## config.mk

```make
export PLATFORM = sky130hd
export DESIGN_NAME = rv32i_fetch_unit
export DESIGN_NICKNAME = d
export VERILOG_FILES = /design/src/rtl/rv32i_pkg.sv /design/src/rtl/rv32i_sync_fifo.sv /design/src/rtl/rv32i_fetch_unit.sv
export SDC_FILE = /design/constraint.sdc
export NUM_CORES = 1
export LEC_CHECK = 0
export ABC_AREA = 0
export CORE_UTILIZATION = 56
export DETAILED_ROUTE_END_ITERATION = 12
export PLACE_DENSITY = 0.87
export SYNTH_ARGS = -nofsm -noshare
export SYNTH_HDL_FRONTEND = slang
export SYNTH_HIERARCHICAL = 1
export SYNTH_SLANG_ARGS = --single-unit
```

## constraint.sdc

```tcl
create_clock -name clk -period 8.1 [get_ports clk]
set_input_delay 1.62 -clock clk [delete_from_list [all_inputs] [get_ports clk]]
set_output_delay 1.62 -clock clk [all_outputs]
set_load 0.1 [all_outputs]
```

## src/rtl/rv32i_pkg.sv

```systemverilog
// Shared RV32I definitions: widths, reset PC, opcode/funct encodings,
// instruction class codes and small helpers used by the front end.
package rv32i_pkg;

    localparam int XLEN       = 32;
    localparam int INSTR_SIZE = 32;

    localparam logic [XLEN-1:0] RESET_PC_DEFAULT = 32'h0000_0000;

    // Major opcodes (instr[6:0])
    localparam logic [6:0] OPC_LUI      = 7'b0110111;
    localparam logic [6:0] OPC_AUIPC    = 7'b0010111;
    localparam logic [6:0] OPC_JAL      = 7'b1101111;
    localparam logic [6:0] OPC_JALR     = 7'b1100111;
    localparam logic [6:0] OPC_BRANCH   = 7'b1100011;
    localparam logic [6:0] OPC_LOAD     = 7'b0000011;
    localparam logic [6:0] OPC_STORE    = 7'b0100011;
    localparam logic [6:0] OPC_OP_IMM   = 7'b0010011;
    localparam logic [6:0] OPC_OP       = 7'b0110011;
    localparam logic [6:0] OPC_MISC_MEM = 7'b0001111;
    localparam logic [6:0] OPC_SYSTEM   = 7'b1110011;

    // funct3 encodings
    localparam logic [2:0] F3_ADD_SUB = 3'b000;
    localparam logic [2:0] F3_SLL     = 3'b001;
    localparam logic [2:0] F3_SLT     = 3'b010;
    localparam logic [2:0] F3_SLTU    = 3'b011;
    localparam logic [2:0] F3_XOR     = 3'b100;
    localparam logic [2:0] F3_SRL_SRA = 3'b101;
    localparam logic [2:0] F3_OR      = 3'b110;
    localparam logic [2:0] F3_AND     = 3'b111;

    // funct7 encodings
    localparam logic [6:0] F7_BASE = 7'b0000000;
    localparam logic [6:0] F7_ALT  = 7'b0100000;

    typedef enum logic [3:0] {
        CLS_ALU     = 4'd0,
        CLS_LOAD    = 4'd1,
        CLS_STORE   = 4'd2,
        CLS_BRANCH  = 4'd3,
        CLS_JUMP    = 4'd4,
        CLS_UPPER   = 4'd5,
        CLS_FENCE   = 4'd6,
        CLS_SYSTEM  = 4'd7,
        CLS_ILLEGAL = 4'd15
    } instr_class_e;

    // One prefetch entry: address and the word fetched from it
    typedef struct packed {
        logic [XLEN-1:0]       pc;
        logic [INSTR_SIZE-1:0] instr;
    } fetch_pkt_t;

    // Sequential next address, plain 32-bit wrap
    function automatic logic [XLEN-1:0] pc_plus4(input logic [XLEN-1:0] pc);
        return pc + 32'd4;
    endfunction

    // Coarse instruction class from the major opcode
    function automatic instr_class_e classify(input logic [6:0] opc);
        instr_class_e cls;
        case (opc)
            OPC_OP, OPC_OP_IMM:    cls = CLS_ALU;
            OPC_LOAD:              cls = CLS_LOAD;
            OPC_STORE:             cls = CLS_STORE;
            OPC_BRANCH:            cls = CLS_BRANCH;
            OPC_JAL, OPC_JALR:     cls = CLS_JUMP;
            OPC_LUI, OPC_AUIPC:    cls = CLS_UPPER;
            OPC_MISC_MEM:          cls = CLS_FENCE;
            OPC_SYSTEM:            cls = CLS_SYSTEM;
            default:               cls = CLS_ILLEGAL;
        endcase
        return cls;
    endfunction

endpackage

```

## src/rtl/rv32i_sync_fifo.sv

```systemverilog
// Synchronous FIFO with flush. Read/write pointers carry one extra MSB so
// full and empty are distinguished without a separate counter.
module rv32i_sync_fifo #(
    parameter int WIDTH = 64,
    parameter int DEPTH = 4
) (
    input  logic                       clk,
    input  logic                       rst,
    input  logic                       push,
    input  logic                       pop,
    input  logic                       flush,
    input  logic [WIDTH-1:0]           din,
    output logic [WIDTH-1:0]           dout,
    output logic [$clog2(DEPTH):0]     count,
    output logic                       empty,
    output logic                       full
);

    localparam int AW = $clog2(DEPTH);

    logic [WIDTH-1:0] mem [DEPTH];
    logic [AW:0]      wr_ptr;
    logic [AW:0]      rd_ptr;

    // Storage write; contents need no reset because empty masks them
    always_ff @(posedge clk) begin
        if (push) begin
            mem[wr_ptr[AW-1:0]] <= din;
        end
    end

    // Pointer update; flush returns both pointers to the origin
    always_ff @(posedge clk or posedge rst) begin
        if (rst) begin
            wr_ptr <= '0;
            rd_ptr <= '0;
        end else if (flush) begin
            wr_ptr <= '0;
            rd_ptr <= '0;
        end else begin
            wr_ptr <= wr_ptr + (AW+1)'(push);
            rd_ptr <= rd_ptr + (AW+1)'(pop);
        end
    end

    assign dout  = mem[rd_ptr[AW-1:0]];
    assign count = wr_ptr - rd_ptr;
    assign empty = (wr_ptr == rd_ptr);
    assign full  = (wr_ptr[AW] != rd_ptr[AW]) && (wr_ptr[AW-1:0] == rd_ptr[AW-1:0]);

endmodule

```

## src/rtl/rv32i_fetch_unit.sv

```systemverilog
// RV32I instruction fetch front end: issues word reads, buffers in-order
// responses in a prefetch FIFO, and flushes/drops stale data on redirect.
module rv32i_fetch_unit
    import rv32i_pkg::*;
#(
    parameter logic [31:0] RESET_PC   = RESET_PC_DEFAULT,
    parameter int          FIFO_DEPTH = 4
) (
    input  logic        clk,
    input  logic        rst,
    input  logic        fetch_en,
    output logic        imem_req_valid,
    input  logic        imem_req_ready,
    output logic [31:0] imem_req_addr,
    input  logic        imem_rsp_valid,
    input  logic [31:0] imem_rsp_data,
    input  logic        redirect_valid,
    input  logic [31:0] redirect_pc,
    output logic        instr_valid,
    input  logic        instr_ready,
    output logic [31:0] instr_data,
    output logic [31:0] instr_pc,
    output logic        err_rsp
);

    localparam int CW = $clog2(FIFO_DEPTH) + 1;

    logic [31:0]   fetch_pc;
    logic [31:0]   rsp_pc;
    logic [CW-1:0] outstanding;
    logic [CW-1:0] drop_cnt;

    logic [31:0]   fetch_pc_nxt;
    logic [31:0]   rsp_pc_nxt;
    logic [CW-1:0] outstanding_nxt;
    logic [CW-1:0] drop_cnt_nxt;
    logic          err_rsp_nxt;

    logic [CW-1:0] fifo_count;
    logic          fifo_empty;
    logic          fifo_full;
    logic [63:0]   fifo_dout;
    fetch_pkt_t    fifo_head;
    fetch_pkt_t    push_pkt;

    logic [CW:0]   credit_used;
    logic [31:0]   redirect_aligned;
    logic          accept;
    logic          rsp_ok;
    logic          push;
    logic          pop;

    assign redirect_aligned = redirect_pc & 32'hFFFF_FFFC;
    assign credit_used      = {1'b0, fifo_count} + {1'b0, outstanding};

    // Request is combinational so a redirect can withdraw it in the same cycle;
    // rst masks it so every output reads zero while reset is held.
    assign imem_req_valid = !rst && fetch_en && !redirect_valid &&
                            (credit_used < (CW+1)'(FIFO_DEPTH));
    assign imem_req_addr  = fetch_pc;

    assign accept = imem_req_valid && imem_req_ready;
    // A response with nothing in flight is spurious and must not touch state
    assign rsp_ok = imem_rsp_valid && (outstanding != '0);
    // Credits make full impossible at push; the full term is a belt-and-braces guard
    assign push   = rsp_ok && !redirect_valid && (drop_cnt == '0) && !fifo_full;
    assign pop    = instr_valid && instr_ready && !redirect_valid;

    assign push_pkt  = '{pc: rsp_pc, instr: imem_rsp_data};
    assign fifo_head = fetch_pkt_t'(fifo_dout);

    rv32i_sync_fifo #(
        .WIDTH (64),
        .DEPTH (FIFO_DEPTH)
    ) u_fifo (
        .clk   (clk),
        .rst   (rst),
        .push  (push),
        .pop   (pop),
        .flush (redirect_valid),
        .din   (push_pkt),
        .dout  (fifo_dout),
        .count (fifo_count),
        .empty (fifo_empty),
        .full  (fifo_full)
    );

    // Head is masked while empty so decode never sees stale storage
    assign instr_valid = !fifo_empty;
    assign instr_data  = fifo_empty ? 32'h0000_0000 : fifo_head.instr;
    assign instr_pc    = fifo_empty ? 32'h0000_0000 : fifo_head.pc;

    // Next-state for PCs, in-flight/drop counters and the sticky error
    always_comb begin
        fetch_pc_nxt    = fetch_pc;
        rsp_pc_nxt      = rsp_pc;
        drop_cnt_nxt    = drop_cnt;
        outstanding_nxt = outstanding + CW'(accept) - CW'(rsp_ok);
        err_rsp_nxt     = err_rsp || (imem_rsp_valid && (outstanding == '0));

        if (redirect_valid) begin
            // Everything still in flight after this cycle belongs to the old stream
            fetch_pc_nxt = redirect_aligned;
            rsp_pc_nxt   = redirect_aligned;
            drop_cnt_nxt = outstanding - CW'(rsp_ok);
        end else begin
            if (accept) begin
                fetch_pc_nxt = pc_plus4(fetch_pc);
            end else begin
                fetch_pc_nxt = fetch_pc;
            end
            if (push) begin
                rsp_pc_nxt = pc_plus4(rsp_pc);
            end else begin
                rsp_pc_nxt = rsp_pc;
            end
            if (rsp_ok && (drop_cnt != '0)) begin
                drop_cnt_nxt = drop_cnt - CW'(1);
            end else begin
                drop_cnt_nxt = drop_cnt;
            end
        end
    end

    // Fetch state registers
    always_ff @(posedge clk or posedge rst) begin
        if (rst) begin
            fetch_pc    <= RESET_PC;
            rsp_pc      <= RESET_PC;
            outstanding <= '0;
            drop_cnt    <= '0;
            err_rsp     <= 1'b0;
        end else begin
            fetch_pc    <= fetch_pc_nxt;
            rsp_pc      <= rsp_pc_nxt;
            outstanding <= outstanding_nxt;
            drop_cnt    <= drop_cnt_nxt;
            err_rsp     <= err_rsp_nxt;
        end
    end

endmodule
```

### Word level (Yosys, flattened, before mapping)

Memory sizes are Yosys's and may differ from the RTL's.
Cells that the tools add are included.

* register bits after elaboration: 77
* bits in writable memories: 256
* bits of input ports: 71
* output and inout bits: 99
* word-level logic and storage cells: 59
* memories kept: 1

Memory list
* u_fifo.mem: words 4, width 64, rd ports 1, clocked after memory_dff 0, wr ports 1, RTL line rv32i_sync_fifo.sv:21 `logic [WIDTH-1:0] mem [DEPTH];`

* $add $sub $neg: 10
* magnitude comparators: 1
* eq/ne operators: 3
* muxes and demuxes: 12
* reduce and logical (&&, ||, !) cells: 25

Operators with widths (number)
* 32-bit two-way mux: 6
* 32-bit by 3-bit adder with 32-bit output, second input constant: 2
* 1-bit logical AND: 13
* 3-bit two-way mux: 4
* 3-bit by 1-bit adder with 3-bit output: 3
* 3-bit logical NOT: 2
* 2-bit nonzero test: 3
* 3-bit nonzero test: 2
* 3-bit by 1-bit subtractor with 3-bit output: 2
* 3-bit by 3-bit adder with 4-bit output: 1
* 1-bit logical NOT: 4
* 4-bit by 3-bit less-than comparator with 1-bit output, second input constant: 1
* 3-bit equality test: 1
* 3-bit by 1-bit subtractor with 3-bit output, second input constant: 1
* 3-bit subtractor: 1
* 2-bit equality test: 1
* 1-bit two-way mux: 2
* 1-bit logical OR: 1
* 1-bit inequality test: 1

### Longest topological paths before layout

* depth after elaboration: 7
* mapped depth: 18
* mapped depth without buffers: 15

### Cells and area by module

Netlist, hierarchy kept.

By module, submodules not included
* rv32i_sync_fifo: times used 1, cells an instance 370, area an instance 9681.8 um2, seq. area each 7837.5 um2
* rv32i_fetch_unit: times used 1, cells an instance 485, area an instance 4265.3 um2, seq. area each 1676.6 um2

### Worst setup path before layout

Ideal clock, no wire load.

* path kind: input-to-reg
* from: in redirect_valid
* to: mem u_fifo.mem[0][0] (enable)
* arrival time: 7.074 ns
* path slack: 0.448 ns
* stages: 4
* path buffers: 2
* path through: clkbuf_1 clkbuf_1 nor3_1 nor3b_1

* cells in the longest elaborated chain, start to end: 6

RTL lines
* from (decl): RTL line rv32i_fetch_unit.sv:17 `input logic redirect_valid,`
* 1-bit logical NOT: RTL line rv32i_fetch_unit.sv:66 `assign push = rsp_ok && !redirect_valid && (drop_cnt == '0) && !fifo_full;`
* 1-bit logical AND (3 in series): RTL line rv32i_fetch_unit.sv:66
* named net push: RTL line rv32i_fetch_unit.sv:50 `logic push;`
* 1-bit two-way mux: RTL line rv32i_sync_fifo.sv:27 `if (push) begin`
* 1-bit two-way mux (not written as such): RTL line rv32i_sync_fifo.sv:28 `mem[wr_ptr[AW-1:0]] <= din;`
* to (decl): RTL line rv32i_sync_fifo.sv:21

The timed path passes the listed nets, and every way through them passes these cells.

### Worst setup path after layout

* from: reg u_fifo.rd_ptr[1]
* to: out instr_pc[15]

* cells in the longest elaborated chain, start to end: 2

RTL lines
* from (decl): RTL line rv32i_sync_fifo.sv:23 `logic [AW:0] rd_ptr;`
* from (signal assigned): RTL line rv32i_sync_fifo.sv:42 `rd_ptr <= rd_ptr + (AW+1)'(pop);`
* 3-bit equality test: RTL line rv32i_sync_fifo.sv:48 `assign empty = (wr_ptr == rd_ptr);`
* named net fifo_empty: RTL line rv32i_fetch_unit.sv:40 `logic fifo_empty;`
* 32-bit two-way mux: RTL line rv32i_fetch_unit.sv:91 `assign instr_pc = fifo_empty ? 32'h0000_0000 : fifo_head.pc;`
* to (decl): RTL line rv32i_fetch_unit.sv:22 `output logic [31:0] instr_pc,`

The timed path passes the listed nets, and every way through them passes these cells.

==> flow_summary_export.csv <==
group,metric,value,unit
outcome,status,"complete, no violations",
die,top_level_ports,170,
finish,fin_cells,1384,
clock_tree,cts_buffer_depth,3,
clock_tree,cts.sinks,329,
setup_path,r2r-end,"outstanding[2]",
power_and_ir_drop,ir_drop,203,uV
global_route,grt_max_degree,68,
clock_tree,cts_hold_buffers,0,
routing,drc,0,
synth,synth_common_cells,"edfxtp_1 (256), dfrtp_1 (73), nor2b_1 (70), mux4_2 (60), nand2_1 (58)",
synth,synthDominantCellAreaShare,0.551,
global_route,grt_usage,0.232,
synth,synth_seq_cells,329,
clock_tree,cts_tree,"built",
place,dp_hpwl,16800,um
clock_tree,h-tree-depth,2,
synth,synth_compound_area_frac,0.0412,
routing,first_pass_iters,5,
clock_tree,numCtsBuffers,35,
power_and_ir_drop,power_leakage,0.00579,uW
setup_path,arrival,4490,ps
setup_path,cp-end-kind,"primary output",
setup_path,reg2reg_depth,14,
place,place_congestion,0.863,
synth,yosysMostFrequentCell,"edfxtp_1",
synth,netlist_area,0.0139,mm^2
setup_path,worstReg2RegStart,"u_fifo/rd_ptr[1]",
timing,finalCriticalPeriod,6110,ps
setup_path,worstSetupPathType,"flop to primary output",
finish,fillers,1603,
synth,ys_types,52,
timing,slew_viol_final,0,
finish,nNetsFinal,1121,
synth,async_reset_ff_frac,0.222,
routing,drt_iter0_markers,561,
synth,avgSynthCellArea,16.3,um^2
synth,synth_adder_area_share,0.0172,
timing,fin_crit_sh,0.754,
routing,wl,28300,um
setup_path,worstSetupStartpoint,"u_fifo/rd_ptr[1]",
routing,drtAntennaViolNets,0,
place,place.port_buffers,165,
setup_path,worstSetupEndpoint,"instr_pc[15]",
timing,rsz0062_at_grt,"false",
global_route,antenna_found_initial,1,
worst_hold_path,hp-class,"flop to flop",
setup_path,cp_max_fo,66,
setup_path,rrSetupSlack,3490,ps
timing,max-slew-margin-rel,0.263,
timing,worst_pin_slew,1100,ps
die,die_w,160,um
setup_path,worstPathRequired,6480,ps
job,cap_violations,0,
timing,hold_viol_final,0,
synth,synth_top_family_by_area,"multiplexers",
synth,yosysWarnings,6,
power_and_ir_drop,power_density,268,mW/mm^2
routing,viasPerCell,5.89,
place,dp.cells,1319,
die,core_area,0.0244,mm^2
routing,vias,8145,
synth,synthTopCellsByArea,"edfxtp_1 (55%), dfrtp_1 (13%), mux4_2 (9.7%)",
synth,synth_xor_area_frac,0.0251,
global_route,overflow,0,
clock_tree,path_clk_slew,60,ps
timing,clock_skew,21.8,ps
finish,syn2layout_area_growth,22.7,%
clock_tree,cts.repair.resized,0,
die,rows,57,
global_route,grt_pass1_vias,8470,
synth,syn_inst,855,
timing,setup_violations,0,
finish,layout-drive-gt1-share,0.134,
synth,yosys.area.top_type,"edfxtp_1",
timing,fin_tns_setup,0,ps
routing,wl_per_cell,20.4,um
setup_path,start_kind,"flop",
synth,synthSimpleGateAreaFrac,0.0997,
clock_tree,ctsRootBufferMaster,"clkbuf_16",
timing,max_freq,164,MHz
die,dieArea,0.0255,mm^2
synth,ys_seq_area_frac,0.682,
synth,synth_edf_count,256,
die,die_y,160,um
die,initial_core_util,0.572,
synth,synth_flop_cell,"edfxtp_1",
global_route,grt_pass1_wl,45700,um
synth,synthMuxAreaShare,0.108,
clock_tree,postCtsSetupBuffers,0,
clock_tree,clock_latency,520,ps
-- where the power goes --
group | switching [uW] | total (uW) | internal [uW]
clock | 631 | 1710 | 1080
sequential | 83.5 | 2000 | 1920
combinational | 615 | 865 | 250
total | 1330 | 4580 | 3250
-- sequential cells by signal, summed over array words and instances (netlist names) --
signal / flops
drop_cnt: 3
err_rsp: 1
imem_req_addr: 30
outstanding: 3
rsp_pc: 30
u_fifo/mem: 256
u_fifo/rd_ptr: 3
u_fifo/wr_ptr: 3
-- logic make-up after synthesis --
| logic type | after synthesis |
|---|---|
| multiplexers | 69 |
| AO/OA/AOI/OAI | 86 |
| flip-flops | 329 |
| AND/OR/NAND/NOR | 249 |
| adder cells (fa/ha/maj) | 18 |
| other | 1 |
| XOR/XNOR | 40 |
| buffers and inverters | 63 |
-- worst min-delay path by stage --
stage | startpoint | to | slack, ps | cells past startpoint
global placement | err_rsp | err_rsp | 440 | 1
CTS | err_rsp | err_rsp | 460 | 1
detailed placement | err_rsp | err_rsp | 450 | 1
floorplan | rsp_pc[31] | u_fifo/mem[0][63] | 490 | 0
global route | err_rsp | err_rsp | 470 | 1
finish | err_rsp | err_rsp | 460 | 1
-- critical path, cell delays in order (launching register included) --
cell	delay, ps
dfrtp_2	340
buf_4	730
inv_1	200
ha_1	330
nand2_1	100
nor2_4	470
buf_4	550
nor2b_1	140
clkdlybuf4s50_1	1060
-- layer usage --
layer  up-vias  wire length [um]  global-route usage
met3        39              1960              0.0429
li1       3666                 -                   -
met4         0               536              0.0675
met5         -                 0                   0
met2       338             13900               0.388
met1      4102             11900               0.316
-- cells in the final DEF (no fill, tap or decap), types with 6 or more instances in the layout --
master | Yosys | layout
a21boi_0 | 7 | 7
and3_1 | 18 | 16
and4_1 | 10 | 10
buf_4 | 3 | 8
bufinv_16 | 0 | 8
clkbuf_16 | 0 | 36
clkdlybuf4s50_1 | 0 | 164
clkinv_2 | 0 | 6
conb_1 | 1 | 10
dfrtp_1 | 73 | 71
edfxtp_1 | 256 | 256
ha_1 | 16 | 16
inv_1 | 20 | 19
mux4_2 | 60 | 60
nand2_1 | 58 | 58
nand3_1 | 28 | 28
nand4_1 | 18 | 18
nor2_1 | 14 | 12
nor2b_1 | 70 | 70
nor3_1 | 11 | 11
o211ai_1 | 15 | 15
o21ai_0 | 34 | 34
o311ai_0 | 12 | 12
or4_1 | 6 | 6
xnor2_1 | 18 | 18
xor2_1 | 22 | 22
-- stage by stage --
step / power (uW) / utilization / cell area, um^2 / setup WS (ps) / hold WS (ps)
6_report: 4580 / 0.701 / 17100 / 1990 / 456
4_1_cts: 4620 / 0.701 / 17100 / 1900 / 460
3_3_place_gp: 2880 / 0.650 / 15800 / 2580 / 438
2_1_floorplan: 2680 / - / 14000 / 448 / 489
5_1_grt: 4740 / 0.701 / 17100 / 1730 / 472
3_5_place_dp: 2900 / 0.650 / 15800 / 2510 / 452
-- layout make-up --
type,instances,area [um^2],area share
Clock inverter,23,330,0.0193
Inverter,21,78.8,0.00461
Antenna cell,1,2.50,0.000146
Sequential cell,329,9520,0.556
Clock buffer,41,930,0.0543
Multi-Input combinational cell,472,4130,0.242
Tap cell,324,405,0.0237
Timing Repair Buffer,173,1710,0.0998
Note: power is estimated with default switching activity, not from simulation.
